===== src/rtl/spi_sched_pkg.sv =====
// rtl/spi_sched_pkg.sv - shared state encoding and round-robin pick for the SPI transaction scheduler
package spi_sched_pkg;

    localparam int MAX_REQ = 8;

    typedef enum logic [2:0] {
        ST_IDLE,
        ST_SETUP,
        ST_ISSUE,
        ST_WAIT,
        ST_GAP,
        ST_HOLD,
        ST_DONE
    } state_t;

    // First asserted request at or after ptr, wrapping within the low n bits.
    function automatic logic [2:0] rr_pick(input logic [MAX_REQ-1:0] req,
                                           input logic [2:0]         ptr,
                                           input int                 n);
        logic [2:0] idx;
        logic       found;
        int         c;
        idx   = '0;
        found = 1'b0;
        c     = 0;
        for (int k = 0; k < MAX_REQ; k++) begin
            if (k < n) begin
                c = (int'(ptr) + k) % n;
                if (!found && req[c]) begin
                    found = 1'b1;
                    idx   = c[2:0];
                end
            end
        end
        return idx;
    endfunction

endpackage


===== src/rtl/spi_rr_arbiter.sv =====
// rtl/spi_rr_arbiter.sv - combinational round-robin arbiter returning one-hot grant and index
module spi_rr_arbiter
    import spi_sched_pkg::*;
#(
    parameter int NREQ  = 4,
    parameter int IDX_W = (NREQ > 1) ? $clog2(NREQ) : 1
) (
    input  logic [NREQ-1:0]  req,
    input  logic [IDX_W-1:0] ptr,
    output logic [NREQ-1:0]  gnt,
    output logic [IDX_W-1:0] idx,
    output logic             any
);

    logic [MAX_REQ-1:0] req_pad;
    logic [2:0]         pick;

    always_comb begin
        req_pad           = '0;
        req_pad[NREQ-1:0] = req;
    end

    assign pick = rr_pick(req_pad, 3'(ptr), NREQ);
    assign any  = |req;
    assign idx  = pick[IDX_W-1:0];
    assign gnt  = any ? (NREQ'(1) << pick) : '0;

endmodule


===== src/rtl/spi_txn_scheduler.sv =====
// rtl/spi_txn_scheduler.sv - round-robin multi-byte transaction scheduler in front of one spi_master
module spi_txn_scheduler
    import spi_sched_pkg::*;
#(
    parameter int NREQ     = 4,
    parameter int LEN_W    = 8,
    parameter int GAP_W    = 4,
    parameter int CS_SETUP = 2,
    parameter int CS_HOLD  = 2,
    parameter int TMO_W    = 12
) (
    input  logic                  clk_in,
    input  logic                  rstn_in,
    input  logic                  spe_in,
    input  logic [GAP_W-1:0]      gap_in,
    input  logic [NREQ-1:0]       req_in,
    input  logic [NREQ*LEN_W-1:0] len_in,
    output logic [NREQ-1:0]       gnt_out,
    output logic [LEN_W-1:0]      byte_idx_out,
    output logic [NREQ-1:0]       done_out,
    output logic                  err_out,
    output logic                  new_tx_out,
    input  logic                  finished_in,
    output logic [NREQ-1:0]       ss_n_out,
    output logic                  busy_out
);

    localparam int IDX_W = (NREQ > 1) ? $clog2(NREQ) : 1;
    localparam int CNT_W = (GAP_W > 8) ? GAP_W : 8;
    // Timeout fires on the WAIT cycle where the watchdog would become all-ones.
    localparam logic [TMO_W-1:0] WD_LAST = {{(TMO_W-1){1'b1}}, 1'b0};
    localparam state_t ST_AFTER_REQ  = (CS_SETUP == 0) ? ST_ISSUE : ST_SETUP;
    localparam state_t ST_AFTER_LAST = (CS_HOLD == 0) ? ST_DONE : ST_HOLD;

    state_t             state, state_nxt;
    logic [IDX_W-1:0]   ptr, ptr_nxt, win, win_nxt, win_inc, arb_idx;
    logic [NREQ-1:0]    arb_gnt;
    logic               arb_any;
    logic [LEN_W-1:0]   remain, remain_nxt, idx_nxt;
    logic [CNT_W-1:0]   cnt, cnt_nxt;
    logic [GAP_W-1:0]   gap_len, gap_len_nxt;
    logic [TMO_W-1:0]   wd, wd_nxt;
    logic [NREQ-1:0]    gnt_nxt, ss_n_nxt, done_nxt;
    logic               err_nxt, new_tx_nxt, busy_nxt;

    spi_rr_arbiter #(
        .NREQ  (NREQ),
        .IDX_W (IDX_W)
    ) u_arb (
        .req (req_in),
        .ptr (ptr),
        .gnt (arb_gnt),
        .idx (arb_idx),
        .any (arb_any)
    );

    assign win_inc = (win == IDX_W'(NREQ - 1)) ? '0 : win + IDX_W'(1);

    always_ff @(posedge clk_in) begin
        if (!rstn_in) begin
            state        <= ST_IDLE;
            ptr          <= '0;
            win          <= '0;
            remain       <= '0;
            cnt          <= '0;
            gap_len      <= '0;
            wd           <= '0;
            gnt_out      <= '0;
            ss_n_out     <= '1;
            done_out     <= '0;
            err_out      <= 1'b0;
            new_tx_out   <= 1'b0;
            busy_out     <= 1'b0;
            byte_idx_out <= '0;
        end else begin
            state        <= state_nxt;
            ptr          <= ptr_nxt;
            win          <= win_nxt;
            remain       <= remain_nxt;
            cnt          <= cnt_nxt;
            gap_len      <= gap_len_nxt;
            wd           <= wd_nxt;
            gnt_out      <= gnt_nxt;
            ss_n_out     <= ss_n_nxt;
            done_out     <= done_nxt;
            err_out      <= err_nxt;
            new_tx_out   <= new_tx_nxt;
            busy_out     <= busy_nxt;
            byte_idx_out <= idx_nxt;
        end
    end

    always_comb begin
        state_nxt   = state;
        ptr_nxt     = ptr;
        win_nxt     = win;
        remain_nxt  = remain;
        idx_nxt     = byte_idx_out;
        cnt_nxt     = cnt;
        gap_len_nxt = gap_len;
        wd_nxt      = wd;
        gnt_nxt     = gnt_out;
        ss_n_nxt    = ss_n_out;
        done_nxt    = '0;
        err_nxt     = 1'b0;
        new_tx_nxt  = 1'b0;

        case (state)
            ST_IDLE: begin
                if (spe_in && arb_any) begin
                    win_nxt    = arb_idx;
                    remain_nxt = len_in[arb_idx*LEN_W +: LEN_W];
                    gnt_nxt    = arb_gnt;
                    ss_n_nxt   = ~arb_gnt;
                    idx_nxt    = '0;
                    cnt_nxt    = '0;
                    state_nxt  = ST_AFTER_REQ;
                end
            end
            ST_SETUP: begin
                if (cnt == CNT_W'(CS_SETUP - 1)) state_nxt = ST_ISSUE;
                else                            cnt_nxt   = cnt + CNT_W'(1);
            end
            ST_ISSUE: begin
                new_tx_nxt = 1'b1;
                wd_nxt     = '0;
                state_nxt  = ST_WAIT;
            end
            ST_WAIT: begin
                // A finish arriving on the timeout cycle takes priority.
                if (finished_in) begin
                    if (remain == '0) begin
                        state_nxt = ST_AFTER_LAST;
                        cnt_nxt   = '0;
                    end else begin
                        remain_nxt = remain - LEN_W'(1);
                        idx_nxt    = byte_idx_out + LEN_W'(1);
                        if (gap_in != '0) begin
                            gap_len_nxt = gap_in;
                            cnt_nxt     = '0;
                            state_nxt   = ST_GAP;
                        end else begin
                            state_nxt   = ST_ISSUE;
                        end
                    end
                end else if (wd == WD_LAST) begin
                    err_nxt   = 1'b1;
                    cnt_nxt   = '0;
                    state_nxt = ST_AFTER_LAST;
                end else begin
                    wd_nxt = wd + TMO_W'(1);
                end
            end
            ST_GAP: begin
                if (cnt == CNT_W'(gap_len) - CNT_W'(1)) state_nxt = ST_ISSUE;
                else                                   cnt_nxt   = cnt + CNT_W'(1);
            end
            ST_HOLD: begin
                if (cnt == CNT_W'(CS_HOLD - 1)) state_nxt = ST_DONE;
                else                           cnt_nxt   = cnt + CNT_W'(1);
            end
            ST_DONE: begin
                done_nxt  = gnt_out;
                gnt_nxt   = '0;
                ss_n_nxt  = '1;
                ptr_nxt   = win_inc;
                state_nxt = ST_IDLE;
            end
            default: state_nxt = ST_IDLE;
        endcase

        // Losing enable aborts the transaction without a done; the pointer still moves on.
        if (state != ST_IDLE && !spe_in) begin
            state_nxt  = ST_IDLE;
            gnt_nxt    = '0;
            ss_n_nxt   = '1;
            done_nxt   = '0;
            new_tx_nxt = 1'b0;
            err_nxt    = 1'b1;
            ptr_nxt    = win_inc;
        end

        busy_nxt = (state_nxt != ST_IDLE);
    end

endmodule

===== config.mk =====
export PLATFORM = sky130hd
export DESIGN_NAME = spi_txn_scheduler
export DESIGN_NICKNAME = d
export VERILOG_FILES = /design/src/rtl/spi_sched_pkg.sv /design/src/rtl/spi_rr_arbiter.sv /design/src/rtl/spi_txn_scheduler.sv
export SDC_FILE = /design/constraint.sdc
export NUM_CORES = 1
export LEC_CHECK = 0
export ABC_AREA = 1
export CAP_MARGIN = 10
export CORE_AREA = 4 4 101 103
export DETAILED_ROUTE_END_ITERATION = 6
export DIE_AREA = 0 0 105 107
export PLACE_DENSITY = 0.67
export SLEW_MARGIN = 20
export SYNTH_ARGS = -nofsm -noshare
export SYNTH_HDL_FRONTEND = slang
export SYNTH_SLANG_ARGS = --single-unit

===== constraint.sdc =====
create_clock -name clk_in -period 3 [get_ports clk_in]
set_clock_uncertainty 0.05 [all_clocks]
set_input_delay 0.6 -clock clk_in [delete_from_list [all_inputs] [get_ports clk_in]]
set_output_delay 0.6 -clock clk_in [all_outputs]
set_load 0.05 [all_outputs]

# Word-level counts from Yosys, hierarchy flattened
# Index checks and enable logic that the tools add are counted.
[word_totals]
ff_bits = 62
output_inout_bits = 23
elab_cells = 146
[classes]
reduce_logical = 32
eq_ne = 19
add_sub_neg = 9
shift = 2
order_cmp = 4
bitwise_logic = 7
n_mux = 59
[ops]
columns = ["cell", "n"]
rows = [
  ["8-bit 2-to-1 mux", 12],
  ["3-bit 2-to-1 mux", 12],
  ["8-bit case mux with 2 select lines", 2],
  ["8-bit case mux with 4 select lines", 1],
  ["32-bit by 6-bit variable part select with 8-bit output", 1],
  ["12-bit 2-to-1 mux", 2],
  ["12-bit case mux with 2 select lines", 1],
  ["3-bit case mux with 6 select lines", 1],
  ["8-bit by 1-bit adder with 8-bit output (second input constant)", 2],
  ["4-bit case mux with 2 select lines", 2],
  ["3-bit by 5-bit < comparator with 1-bit output (second input constant)", 3],
  ["1-bit 2-to-1 mux", 15],
  ["2-bit != test (second input constant)", 7],
  ["12-bit by 1-bit adder with 12-bit output (second input constant)", 1],
  ["12-bit == test (second input constant)", 1],
  ["4-bit 2-to-1 mux", 3],
  ["2-bit OR reduction", 5],
  ["1-bit binary-select mux with 3-bit select", 3],
  ["3-bit == test (second input constant)", 3],
  ["8-bit by 1-bit == test with 1-bit output (second input constant)", 1],
  ["8-bit == test", 1],
  ["8-bit zero test", 1],
  ["2-bit 2-to-1 mux", 4],
  ["4-bit AND reduction", 2],
  ["26 further kinds", 46],
]

# Logic depth before layout (Yosys ltp)
# Gate-level depths: netlist of the first run.
[logic_depth]
ltp_word = 19
mapped_depth = 17
mapped_depth_nobuf = 16

# By module
# Synthesis of the first run repeated with hierarchy kept, for this count alone.
[hier_totals]
cells_unflattened = 630
hier_area_um2 = 4063.9
[by_module_without_submodules]
columns = ["module", "area_per_inst_um2", "cells_each", "n_inst"]
rows = [
  ["spi_txn_scheduler", 3658.5, 552, 1],
  ["spi_rr_arbiter", 405.4, 78, 1],
]

# Worst setup path after synthesis of the first run
# OpenSTA, ideal clock, no wires.
[synth_path]
path_kind = "in2reg"
from = "in req_in[2]"
to = "reg gnt_out[2]"
path_slack_ns = 0.985
stages = 9
setup_ns = 0.071
arrival_ns = 1.894
required_ns = 2.879
path_cell_list = "nor4_1 > nor2_1 > nand2_1 > inv_1 > nor2_1 > inv_1 > o31ai_1 > nand2_1 > a21oi_1"
[synth_between]
elab_chain_len = 16
word_cells_on_any_way = 32
classes_between = "eq/ne: 1; shift: 1; mux: 21; reduce/logical: 9"
[synth_lines]
columns = ["item", "line_no", "rtl"]
rows = [
  ["start: declaration", "spi_txn_scheduler.sv:16", "input logic [NREQ-1:0] req_in,"],
  ["1-bit binary-select mux with 2-bit select", "spi_sched_pkg.sv:29", "if (!found && req[c]) begin"],
  ["1-bit 2-to-1 mux (implied by the code)", "spi_sched_pkg.sv:29", ""],
  ["1-bit 2-to-1 mux", "spi_sched_pkg.sv:29", ""],
  ["1-bit zero test", "spi_sched_pkg.sv:29", ""],
  ["1-bit logical AND", "spi_sched_pkg.sv:29", ""],
  ["1-bit 2-to-1 mux", "spi_sched_pkg.sv:29", ""],
  ["1-bit zero test", "spi_sched_pkg.sv:29", ""],
  ["1-bit logical AND", "spi_sched_pkg.sv:29", ""],
  ["1-bit 2-to-1 mux", "spi_sched_pkg.sv:29", ""],
  ["1-bit zero test", "spi_sched_pkg.sv:29", ""],
  ["1-bit logical AND", "spi_sched_pkg.sv:29", ""],
  ["3-bit 2-to-1 mux", "spi_sched_pkg.sv:29", ""],
  ["1-bit by 3-bit << shifter with 4-bit output", "spi_rr_arbiter.sv:26", "assign gnt = any ? (NREQ'(1) << pick) : '0;"],
  ["4-bit 2-to-1 mux", "spi_rr_arbiter.sv:26", ""],
  ["4-bit 2-to-1 mux", "spi_txn_scheduler.sv:110", "if (spe_in && arb_any) begin"],
  ["4-bit case mux with 2 select lines", "spi_txn_scheduler.sv:108", "case (state)"],
  ["end signal: assignment", "spi_txn_scheduler.sv:83", "gnt_out <= gnt_nxt;"],
  ["end: declaration", "spi_txn_scheduler.sv:18", "output logic [NREQ-1:0] gnt_out,"],
]
# Parallel ways exist; a longest one is shown, timed or not. The select of a mux whose other input is x is not followed.
# A chain may end at the register's enable or synchronous reset.

# Worst setup path after layout of the first run
[layout_path]
from = "in req_in[0]"
to = "reg byte_idx_out[6]"
[layout_between]
elab_chain_len = 4
[layout_lines]
columns = ["item", "line_no", "rtl"]
rows = [
  ["4-bit OR reduction", "spi_rr_arbiter.sv:24", "assign any = |req;"],
  ["1-bit logical AND", "spi_txn_scheduler.sv:110", ""],
  ["2-bit != test (no line)", "-", ""],
  ["4-bit AND reduction (no line)", "-", ""],
  ["end signal: assignment", "spi_txn_scheduler.sv:89", "byte_idx_out <= idx_nxt;"],
  ["end: declaration", "spi_txn_scheduler.sv:19", "output logic [LEN_W-1:0] byte_idx_out,"],
]
# Every way passes these cells.

==> results of run 1 <==
[flip-flops by register name (all words and copies together), names as in the netlist]
| name | flops |
|---|---|
| new_tx_out | 1 |
| busy_out | 1 |
| win | 2 |
| err_out | 1 |
| done_out | 4 |
| gap_len | 4 |
| remain | 8 |
| gnt_out | 4 |
| ss_n_out | 4 |
| byte_idx_out | 8 |
| ptr | 2 |
| wd | 12 |
| cnt | 8 |
| state | 3 |
[stage by stage]
step | setup TNS, ns | total power, mW
CTS | 0 | 2.730
finish | 0 | 2.702
floorplan | 0 | 1.629
detailed placement | -0.03108 | 1.890
global placement | 0 | 1.872
global route | 0 | 2.891
[cells by family after synthesis]
logic type,Yosys count
flops,62
buf+inv,81
simple gates,296
fa+ha+maj,9
compound gates,103
xor+xnor,9
[cell type report]
class,count,area share [%]
Timing Repair Buffer,77,15.89
Inverter,71,5.750
Tap cell,111,2.969
Sequential cell,62,26.53
Multi-Input combinational cell,417,44.08
Clock buffer,11,3.022
Clock inverter,5,1.765
[Yosys cell counts, drive strengths merged (5+ instances only)]
| cell type | number | area [um2] |
|---|---|---|
| nor2 | 59 | 246.5 |
| inv | 71 | 269.0 |
| or2 | 6 | 37.53 |
| nand2 | 160 | 628.1 |
| o21ai | 33 | 165.2 |
| xnor2 | 5 | 43.79 |
| nand4 | 10 | 62.56 |
| nor3 | 10 | 55.05 |
| ha | 9 | 112.6 |
| dfxtp | 62 | 1241 |
| buf | 6 | 47.54 |
| a21oi | 54 | 274.0 |
| o21bai | 5 | 37.54 |
| nand3 | 47 | 240.2 |
[routing by layer]
layer  up-vias  GRT usage [%]
li1       1977              -
met4         0          5.530
met2        68          30.02
met1      1748          21.89
met5         -              0
met3        12          4.094
[power by group through the flow]
| stage | logic, mW | clock network, mW | registers, mW |
|---|---|---|---|
| after floorplan | 0.598 | 0 | 1.03 |
| after global placement | 0.907 | 0 | 0.966 |
| after detailed placement | 0.923 | 0 | 0.967 |
| after CTS | 0.927 | 0.854 | 0.950 |
| after global routing | 1.04 | 0.892 | 0.960 |
| final | 0.922 | 0.831 | 0.949 |
[worst paths after layout]
check / slack [ns] / cells past startpoint / from / end
max: 0.36 / 11 / req_in[0] / byte_idx_out[6]
max reg2reg: 0.50 / 14 / ptr[0] / remain[1]
min: 0.40 / 2 / gnt_out[0] / done_out[0]
min reg2reg: 0.40 / 2 / gnt_out[0] / done_out[0]
[worst min-delay path, stage by stage (launching register included)]
cell	delay, ns
sky130_fd_sc_hd__dfxtp_1	0.32
sky130_fd_sc_hd__inv_1	0.05
sky130_fd_sc_hd__nor2_1	0.03
==> impl_summary.txt, run 1 <==
----------------------------------------------------
[Outcome]
  Status ... completed

[Pwr]
  Worst IR drop on VDD ... 0.2698 mV
  Sw power ... 0.9887 mW
  Sequential cell fraction of total power ... 35.1%
  Combinational Power Share ... 34.1%
  Switching Fraction ... 36.59%
  Internal power component ... 1.714 mW
  Leak Pwr ... 1.983 nW
  Part of the total power dissipated in the clock network ... 30.7%
  Cell Pwr Density ... 577.6 mW/mm2

[Critical path]
  Crit path max fanout ... 9
  Worst path most repeated cell ... sky130_fd_sc_hd__nand2_1
  Required time at the worst-slack endpoint ... 3.20 ns
  Critical Path Source Type ... input pin
  Kind of cell adding the most delay to the critical path ... simple AND/OR/NAND/NOR gates
  Setup crit end kind ... flip-flop
  Sequence of cells on the critical path ... clkdlybuf4s50_1 -> nor4_1 -> buf_4 -> nor2_1 -> nand2_1 -> a22oi_1 -> nand2_1 -> nor3_2 -> nand3_1 -> nand2_1 -> nor2_1
  Slowest cell on the critical path ... sky130_fd_sc_hd__a22oi_1
  Max stage delay on crit path ... 0.58 ns
  Setup CP Type ... input pin to flip-flop
  Critical path buffers and inverters ... 2
  Crit path arrival time ... 2.84 ns

[Timing]
  Slew margin rel. ... 52.33%
  Worst-case hold slack ... 0.3970 ns
  Final Hold Viols ... 0
  RSZ-0062 raised after global routing ... no
  Transition time at the pin with the least slew margin ... 0.7151 ns
  Final cycle utilization of the critical path ... 87.91%
  Post-route setup slack ... 0.3628 ns
  # setup viols final ... 0
  Minimum clock period ... 2.637 ns
  Max Transition Viols Final ... 0
  Highest clock frequency the design can meet ... 379.2 MHz

[CTS]
  TritonCTS buffer count ... 9
  Clock Tree Root ... sky130_fd_sc_hd__clkbuf_8
  Clock slew at the register clock pins of the worst setup and hold paths ... 0.07 ns
  Clk Latency, worst-skew pair ... 0.35 ns
  Number of gates resized after CTS ... 0
  Number of buffers inserted by hold repair at cts ... 0
  Clock Sinks ... 62
  H-tree lvl count ... 3
  Setup bufs post-CTS ... 0
  Clock Path Buffers ... 2
  CTS tree ... built

[Finish]
  Area growth from synthesis to final layout ... 28.71%
  Post-route cell area ... 0.004678 mm2
  Final Util ... 50.87%
  Most frequent standard cell in the layout excluding fill and tap cells ... sky130_fd_sc_hd__nand2_1
  Post-layout nets ... 691
  Filler instances ... 924
  Commonest cells after routing, fill and taps aside ... sky130_fd_sc_hd__nand2_1 (151), sky130_fd_sc_hd__clkdlybuf4s50_1 (66), sky130_fd_sc_hd__inv_1 (65), sky130_fd_sc_hd__dfxtp_1 (62)
  Diodes inserted ... 0
  Count of non-filler cells in the finished layout ... 754
  Area of the multi-input gates ... 0.002062 mm2
  Total area of sequential cells ... 0.001241 mm2
  Share of post-route cells with drive strength above 1 ... 8.554%

[Synth]
  Largest family of logic cells by synthesized area ... simple AND/OR/NAND/NOR gates
  Total of flip-flops plus latches after synthesis ... 62
  Xor/xnor share of the synthesized area ... 2.169%
  Synthesized area per cell ... 6.491 um2
  Sequential share of the synthesized area ... 34.15%
  Share of the synthesized area in compound gates (AO/OA/AOI/OAI) ... 15.80%
  Post-Synth Simple-Gate Area ... 35.66%
  EDFF count, synth ... 0
  Synth unique cells ... 41
  FFs w/ async S/R, synth ... 0%
  Adder-cell area share of the yosys netlist ... 3.098%
  Post-synthesis net count ... 613
  Summed instance area of the synthesized netlist ... 0.003635 mm2
  Number of synthesis warnings ... 0
  Most frequently used flop master after synthesis ... sky130_fd_sc_hd__dfxtp_1
  Share of cell area taken by muxes after synthesis ... 0%
  Number of standard cells after synthesis ... 560

[GRT]
  Global-route total usage across every layer ... 17.56%
  Number of global-route vias before repair ... 3649
  Pin count of the biggest net entering global routing ... 20
  First-pass GRT wire length ... 16480 um
  Overflow after GRT ... 0
  Initial antenna violation count ... 0

[Die]
  Die boundary width ... 105 um
  Initial cell density of the core ... 39.52%
  Number of standard-cell rows in the floorplan ... 35
  Core region area ... 0.009196 mm2
  Full die area ... 0.01124 mm2
  Chip height ... 107 um
  Number of ports placed on the die boundary ... 67

[Route]
  Total number of vias ... 3805
  Via-to-Cell Ratio ... 5.046
  Detailed-router iteration count before antenna repair ... 4
  Highest metal layer used by the detailed router ... met4
  Met3 Wirelength ... 367 um
  Detail Route Antenna Nets ... 0
  Post-detailed-route wirelength per cell ... 12.40 um
  Detailed Route Iter0 Violations ... 229
  Total Routed Length ... 9351 um
  Wire length on met2 ... 4519 um
  Remaining routing DRC violations ... 0
  Met1 routed wirelength after detailed routing ... 4359 um

[Placed design]
  Routability Congestion ... 0.8184
  Port Buffers ... 66
  Number of placed cells counting well taps ... 738
  Post-place instance area ... 0.004454 mm2
  HPWL after DPL ... 7245 um
  Setup slack at placement ... -0.03108 ns

[Flow run]
  Max-capacitance violation count ... 0

[Hold path]
  Class of the worst hold path ... flip-flop to flip-flop

----------------------------------------------------
Power figures use the tool's default switching activity.
==> inputs of run 2 (changes only) <==
--- a/config.mk
+++ b/config.mk
@@ -11,7 +11,6 @@
 export DETAILED_ROUTE_END_ITERATION = 6
 export DIE_AREA = 0 0 105 107
 export PLACE_DENSITY = 0.67
-export SLEW_MARGIN = 20
 export SYNTH_ARGS = -nofsm -noshare
 export SYNTH_HDL_FRONTEND = slang
 export SYNTH_SLANG_ARGS = --single-unit
==> results of run 2 <==
The final DEF is identical to that of run 1; final timing and power are the same.
